## config.mk

```make
export PLATFORM = sky130hd
export DESIGN_NAME = pwm_breathe_multi
export DESIGN_NICKNAME = d
export VERILOG_FILES = /design/src/rtl/pwm_breathe_pkg.sv /design/src/rtl/pwm_breathe_chan.sv /design/src/rtl/pwm_breathe_multi.sv
export SDC_FILE = /design/constraint.sdc
export NUM_CORES = 1
export LEC_CHECK = 0
export BUFFER_PORTS_ARGS = -buffer_cell sky130_fd_sc_hd__buf_4
export CAP_MARGIN = 20
export CORE_MARGIN = 3
export CORE_UTILIZATION = 25
export DETAILED_ROUTE_END_ITERATION = 10
export GPL_TIMING_DRIVEN = 0
export MAX_ROUTING_LAYER = met4
export PLACE_DENSITY_LB_ADDON = 0.2
export SLEW_MARGIN = 10
export SYNTH_ARGS = -nofsm -noshare
export SYNTH_HDL_FRONTEND = slang
export SYNTH_SLANG_ARGS = --single-unit
```

## constraint.sdc

```tcl
create_clock -name clk -period 7.05 [get_ports clk]
set_clock_uncertainty 0.2 [all_clocks]
set_input_delay 1.41 -clock clk [delete_from_list [all_inputs] [get_ports clk]]
set_output_delay 1.41 -clock clk [all_outputs]
set_load 0.02 [all_outputs]
```

## src/rtl/pwm_breathe_pkg.sv

```systemverilog
// Shared mode/direction encodings and the output-enable decode for the
// multi-channel breathing PWM generator.
package pwm_breathe_pkg;

    localparam logic [1:0] MODE_OFF     = 2'b00;
    localparam logic [1:0] MODE_STATIC  = 2'b01;
    localparam logic [1:0] MODE_BREATHE = 2'b10;
    localparam logic [1:0] MODE_BLINK   = 2'b11;

    localparam logic DIR_UP   = 1'b0;
    localparam logic DIR_DOWN = 1'b1;

    // A channel drives its compare result only when its mode (and blink phase) allow it.
    function automatic logic chan_on(input logic [1:0] mode, input logic phase);
        logic on_v;
        case (mode)
            MODE_STATIC, MODE_BREATHE: on_v = 1'b1;
            MODE_BLINK:                on_v = phase;
            default:                   on_v = 1'b0;
        endcase
        return on_v;
    endfunction

endpackage

```

## src/rtl/pwm_breathe_chan.sv

```systemverilog
// One PWM channel: holds mode, level, ramp direction and blink phase, and
// produces a registered compare output against the shared period counter.
module pwm_breathe_chan
    import pwm_breathe_pkg::*;
#(
    parameter int PWM_BITS = 8
) (
    input  logic                clk,
    input  logic                rst,
    input  logic                en,
    input  logic [PWM_BITS-1:0] cnt,
    input  logic                upd,
    input  logic                we,
    input  logic [1:0]          wr_mode,
    input  logic [PWM_BITS-1:0] wr_level,
    output logic                pwm
);

    localparam logic [PWM_BITS-1:0] LVL_MAX  = {PWM_BITS{1'b1}};
    localparam logic [PWM_BITS-1:0] LVL_ZERO = {PWM_BITS{1'b0}};
    localparam logic [PWM_BITS-1:0] LVL_ONE  = PWM_BITS'(1);

    logic [1:0]          mode_r,  mode_nxt_s;
    logic [PWM_BITS-1:0] level_r, level_nxt_s;
    logic                dir_r,   dir_nxt_s;
    logic                phase_r, phase_nxt_s;
    logic                pwm_r;

    // Next channel state: a write beats a same-cycle ramp/blink step.
    always_comb begin
        mode_nxt_s  = mode_r;
        level_nxt_s = level_r;
        dir_nxt_s   = dir_r;
        phase_nxt_s = phase_r;
        if (we) begin
            mode_nxt_s  = wr_mode;
            level_nxt_s = wr_level;
            dir_nxt_s   = DIR_UP;
            phase_nxt_s = 1'b1;
        end else if (upd) begin
            case (mode_r)
                MODE_BREATHE: begin
                    // Endpoints turn around immediately so max and 0 dwell one step only.
                    if (dir_r == DIR_UP) begin
                        if (level_r == LVL_MAX) begin
                            dir_nxt_s   = DIR_DOWN;
                            level_nxt_s = LVL_MAX - LVL_ONE;
                        end else begin
                            level_nxt_s = level_r + LVL_ONE;
                        end
                    end else begin
                        if (level_r == LVL_ZERO) begin
                            dir_nxt_s   = DIR_UP;
                            level_nxt_s = LVL_ONE;
                        end else begin
                            level_nxt_s = level_r - LVL_ONE;
                        end
                    end
                end
                MODE_BLINK: phase_nxt_s = ~phase_r;
                default:    phase_nxt_s = phase_r;
            endcase
        end else begin
            phase_nxt_s = phase_r;
        end
    end

    // Channel state and registered compare output.
    always_ff @(posedge clk or posedge rst) begin
        if (rst) begin
            mode_r  <= MODE_OFF;
            level_r <= LVL_ZERO;
            dir_r   <= DIR_UP;
            phase_r <= 1'b0;
            pwm_r   <= 1'b0;
        end else begin
            mode_r  <= mode_nxt_s;
            level_r <= level_nxt_s;
            dir_r   <= dir_nxt_s;
            phase_r <= phase_nxt_s;
            pwm_r   <= en & chan_on(mode_r, phase_r) & (cnt < level_r);
        end
    end

    assign pwm = pwm_r;

endmodule

```

## src/rtl/pwm_breathe_multi.sv

```systemverilog
// Multi-channel breathing/dimming LED PWM: shared period counter and
// prescaler, config decode, and one pwm_breathe_chan per output.
module pwm_breathe_multi
    import pwm_breathe_pkg::*;
#(
    parameter int NCH        = 4,
    parameter int PWM_BITS   = 8,
    parameter int PRESC_BITS = 8,
    localparam int CHW       = (NCH > 1) ? $clog2(NCH) : 1
) (
    input  logic                  clk,
    input  logic                  rst,
    input  logic                  en,
    input  logic [PRESC_BITS-1:0] presc,
    input  logic                  cfg_we,
    input  logic [CHW-1:0]        cfg_ch,
    input  logic [1:0]            cfg_mode,
    input  logic [PWM_BITS-1:0]   cfg_level,
    output logic [NCH-1:0]        pwm_out,
    output logic                  period_tick
);

    localparam logic [PWM_BITS-1:0] CNT_MAX = {PWM_BITS{1'b1}};

    logic [PWM_BITS-1:0]   cnt_r;
    logic [PRESC_BITS-1:0] pcnt_r;
    logic                  upd_s;

    assign period_tick = en & (cnt_r == CNT_MAX);
    // Level steps fire on the last clock of a period so they land exactly at the wrap.
    assign upd_s = period_tick & (pcnt_r >= presc);

    // Period counter and prescaler; both freeze while en is low.
    always_ff @(posedge clk or posedge rst) begin
        if (rst) begin
            cnt_r  <= {PWM_BITS{1'b0}};
            pcnt_r <= {PRESC_BITS{1'b0}};
        end else begin
            if (en) begin
                cnt_r <= cnt_r + PWM_BITS'(1);
            end else begin
                cnt_r <= cnt_r;
            end
            if (period_tick) begin
                pcnt_r <= upd_s ? {PRESC_BITS{1'b0}} : pcnt_r + PRESC_BITS'(1);
            end else begin
                pcnt_r <= pcnt_r;
            end
        end
    end

    for (genvar i = 0; i < NCH; i++) begin : g_chan
        logic we_s;
        // Out-of-range channel numbers match no instance, so such writes vanish.
        assign we_s = cfg_we & (cfg_ch == CHW'(i));

        pwm_breathe_chan #(
            .PWM_BITS (PWM_BITS)
        ) u_chan (
            .clk      (clk),
            .rst      (rst),
            .en       (en),
            .cnt      (cnt_r),
            .upd      (upd_s),
            .we       (we_s),
            .wr_mode  (cfg_mode),
            .wr_level (cfg_level),
            .pwm      (pwm_out[i])
        );
    end

endmodule

```

# Yosys cells after proc, flatten, opt, wreduce, memory -nomap -nowiden
# Cells that the tools add are included.
dict set report word_totals {
  elab_cells 169
  inputBits 24
  output_inout_bits 5
  register_bits 68
}
dict set report classes {
  muxes 65
  n_bitwise 18
  n_lt_le_gt_ge 5
  reduce_logical 29
  addsub 10
  eq_ne 20
}
# operator count
set op_table {}
lappend op_table {{$mux W8} 25}
lappend op_table {{$add A8 B1 Y8 const B} 6}
lappend op_table {{$eq A8 B8 Y1 const B} 5}
lappend op_table {{$mux W1} 36}
lappend op_table {{$logic_not A8 Y1} 4}
lappend op_table {{$lt A8 B8 Y1} 4}
lappend op_table {{$sub A8 B1 Y8 const B} 4}
lappend op_table {{$reduce_bool A2 Y1} 12}
lappend op_table {{$eq A2 B2 Y1 const B} 10}
lappend op_table {{$reduce_and A2 Y1} 8}
lappend op_table {{$and A1 B1 Y1} 14}
lappend op_table {{$eq A2 B1 Y1 const B} 5}
lappend op_table {{$ge A8 B8 Y1} 1}
lappend op_table {{$pmux W1 S2} 4}
lappend op_table {{$reduce_or A2 Y1} 4}
lappend op_table {{$not A1 Y1} 4}
lappend op_table {{$logic_not A2 Y1} 1}

# Depth between registers and ports, before layout
dict set report logic_depth {
  depth_word 6
  mapped_depth 10
  mapped_depth_nobuf 8
}

# Modules after synthesis
# Synthesis repeated with hierarchy kept, for this count alone.
dict set report hier_totals {
  hier_cells 669
  area_unflattened_um2 5804.3
}
# module cells_per_inst seq_area_each_um2 instances area_per_inst_um2
set by_module_without_submodules {}
lappend by_module_without_submodules {pwm_breathe_chan 142 325.3 4 1191.1}
lappend by_module_without_submodules {pwm_breathe_multi 101 400.4 1 1039.7}

# Least setup slack after synthesis
# OpenSTA, ideal clock, no wires.
dict set report synth_path {
  path_kind {in2out}
  startpoint {input en}
  endpoint {output period_tick}
  arrival_time_ps 2229
  t_required_ps 5440
  n_path_buf 3
  setup_slack_ps 3211
  cell_stages 6
  path_cell_list {buf_4 -> nand4_4 -> or2_1 -> buf_6 -> clkinv_4 -> buf_8}
}
dict set report synth_between {
  elab_chain_cells 1
}
# element line
set synth_rtl {}
lappend synth_rtl {{start: declaration} pwm_breathe_multi.sv:13} ;# input logic en,
lappend synth_rtl {{$and A1 B1 Y1} pwm_breathe_multi.sv:29} ;# assign period_tick = en & (cnt_r == CNT_MAX);
lappend synth_rtl {{end: declaration} pwm_breathe_multi.sv:20} ;# output logic period_tick
# Every way passes these cells.

# Worst setup path in the final report
# Ends and elaborated chain as after synthesis.

==> key figures <==
Outcome
  • Outcome: completed

Clock tree
  • Clock tree buffer depth: 2
  • CTS tree: yes
  • CTS root buf: clkbuf_16
  • Clock transition at the registers of the reported paths: 50 ps
  • Clock H-tree levels: 3
  • Worst-Skew Late Latency: 340 ps
  • # hold bufs at CTS: 0
  • CTS Buf Count: 9
  • Post-cts gate resize count: 0
  • CTS sink count: 68
  • Post-CTS setup buffers: 0

Finish
  • Layout Nets: 808
  • Fraction of layout cells with a size suffix above 1: 0.110
  • Non-Filler Instances: 1007
  • Post-Route Utilization: 0.301
  • ANT cells: 0
  • Filler cells: 2381
  • P&R area growth vs syn: 16.3%

Synth
  • Synth Cell Area: 5740 µm²
  • YS warnings: 0
  • Top FF cell, synth: dfrtp_1
  • Syn_nets: 769
  • Flops & latches, synth: 68
  • Register area share after synthesis: 0.297
  • Post-Synthesis Cells: 683
  • Share of the synthesized area in the top cell type: 0.297
  • Post-synth ARST share: 1.00
  • Mean area per synthesized cell: 8.40 µm²
  • Number of synthesized flops with an enable pin: 0
  • Post-synth top area cell: dfrtp_1
  • Synth cell types: 75
  • Synth area leaders: dfrtp_1 (30%), ha_1 (14%), o21ai_0 (4.4%)

Global routing
  • Tot GR Track Use: 0.153
  • Met2 Use GR: 0.235
  • Met3 Usage GRT: 0.0236
  • First-pass GRT wire length: 28600 µm
  • Antenna violations before repair: 0
  • Vias in the first global route: 4984
  • Largest net degree at the start of global routing: 45
  • M1 GR Usage: 0.206
  • Gr busiest metal: met2
  • Congestion Overflow GR: 0

Routing
  • Drt first pass iters: 5
  • Routed vias: 5176
  • Average vias per placed instance: 5.14
  • Detailed-route wire length per cell: 17.6 µm
  • Initial DRC count: 385
  • Wirelength, routed: 17700 µm
  • Post-route ant nets: 0
  • Drt drc: 0

STA
  • RSZ-0062 raised after global routing: no
  • TNS Setup: 0 ps
  • Measured slew at the worst slew-check pin: 639 ps
  • Minimum clock period: 4160 ps
  • Peak Freq: 240 MHz
  • Setup Viol. Count Final: 0
  • Final worst path period share: 0.590
  • Final hold violation count: 0
  • Slew HR: 0.571
  • Max Slew Vio Count: 0

Floorplanning
  • Io pins: 29
  • Initial Util: 0.259
  • Row cnt: 54
  • Die height: 157 µm
  • Die Wd: 157 µm
  • Core ar.: 22200 µm²
  • Die area: 24800 µm²

Place
  • PortBufs: 27
  • Placed Cells: 991
  • Routability congestion estimate from global placement: 0.873
  • Dpl hpwl: 12600 µm

Pwr
  • Total power: 1.65 mW
  • Maximum vdd ir drop: 0.126 mV
  • LEAKAGE: 2.87 nW
  • P per Cell Area: 248 nW/µm²

Setup path
  • Worst Path Buf+Inv: 5
  • Worst path most repeated cell: buf_4
  • Worst setup path startpoint: en
  • Worst EP arrival: 2550 ps
  • Crit path capture type: output port
  • Crit-path max FO: 10
  • Stages on worst setup path: 7
  • CP max stage delay: 270 ps
  • Critical Path Source Type: primary input
  • Worst Reg-to-Reg Cells: 7
  • Reg2Reg Capture Point: g_chan[0].u_chan.level_r[2]
  • R2R setup slack: 4180 ps
  • Worst-path cell chain: buf_4 > nand4_4 > or2_1 > buf_6 > clkinv_4 > buf_8 > buf_4
  • Reg2reg start: pcnt_r[5]
  • Critical path required time: 5440 ps
  • WS Path Type: primary input to output port
  • Crit path max-delay family: buffers and inverters
  • Slowest-stage cell, CP: or2_1

Min path
  • Hold Path Class: flip-flop to flip-flop
  • Hold EP: pcnt_r[7]
  • Worst Hold Launch: pcnt_r[7]
  • WHS Path Cells: 1

Flow run
  • Max-Cap Viols: 0
-- kinds of logic after synthesis --
| family | after synthesis | share of synthesized area |
|---|---|---|
| and+or+nand+nor | 229 | 0.208 |
| xor gates and xnor gates | 24 | 0.0366 |
| muxes | 14 | 0.0249 |
| adders and majority gates | 62 | 0.135 |
| buffers and inverters | 96 | 0.0737 |
| AOI/OAI and AO/OA | 190 | 0.225 |
| DFF | 68 | 0.297 |
-- through the flow --
stage               worst slack [ps]  area [µm²]  hold WS (ps)
finish                          2890        6670           291
global route                    2830        6670           329
CTS                             2880        6670           294
detailed placement              2880        6320           285
global placement                2470        6290           278
floorplan                       3210        5740           249
-- worst reg2reg max path, cell delays in order (launching register included) --
cell and delay [ps]:
dfrtp_1 420, ha_1 310, a21oi_1 80, o21ai_2 500, clkbuf_1 530, o211ai_1 240
a2111oi_0 380, a211oi_1 80
-- cells in the mapped netlist (all sizes together) (4+ instances only) --
cell type / number
a31oi: 8
and3: 4
o221ai: 5
mux2i: 12
a311oi: 8
o311ai: 4
a211oi: 5
nor2: 47
a21oi: 47
nor2b: 5
o211ai: 10
nand2: 61
o31ai: 6
o211a: 4
buf: 20
xnor2: 18
nor3: 26
nand3: 22
a41oi: 6
nor4: 12
ha: 62
nand4: 16
o22ai: 6
nor3b: 6
dfrtp: 68
inv: 59
nor4b: 4
clkbuf: 15
o21ai: 53
nand2b: 10
xor2: 6
-- report_power, final --
part           total (mW)  internal (mW)  switching [mW]
clock network       0.546          0.355           0.191
logic               0.535          0.232           0.303
registers           0.570          0.453           0.117
-- layer usage --
| metal | wire length [µm] | up-vias |
|---|---|---|
| li1 | - | 2590 |
| met1 | 8640 | 2475 |
| met2 | 8070 | 91 |
| met3 | 691 | 20 |
| met4 | 345 | 0 |
| met5 | 0 | - |
-- area by class of cell --
cell class	count	area [µm²]	area share
well taps	280	350	0.0525
multi-input cells	519	3610	0.542
clock inverters	6	111	0.0167
inverters	61	236	0.0355
flip-flops and latches	68	1700	0.255
plain buffers	35	189	0.0283
repair buffers	28	230	0.0345
clock buffers	10	239	0.0358
-- registers in the layout, indices dropped and copies added (netlist names) --
name	cells
g_chan.u_chan.phase_r	4
cnt_r	8
g_chan.u_chan.mode_r	8
g_chan.u_chan.level_r	32
g_chan.u_chan.pwm	4
g_chan.u_chan.dir_r	4
pcnt_r	8
-- worst max-delay path by stage --
stage / to
global placement: g_chan[0].u_chan.level_r[4]
finish: period_tick
detailed placement: period_tick
floorplan: period_tick
global route: period_tick
CTS: period_tick
-- cells in the final DEF, fill, tap and decap left out, types with 18 or more instances in the layout --
| cell type | n |
|---|---|
| nand3_1 | 22 |
| ha_1 | 62 |
| o21ai_0 | 51 |
| nor2_1 | 47 |
| buf_4 | 32 |
| nand2_1 | 61 |
| nor3_1 | 26 |
| dfrtp_1 | 68 |
| xnor2_1 | 18 |
| inv_1 | 58 |
| a21oi_1 | 47 |
Note: power is estimated with default switching activity, not from simulation.
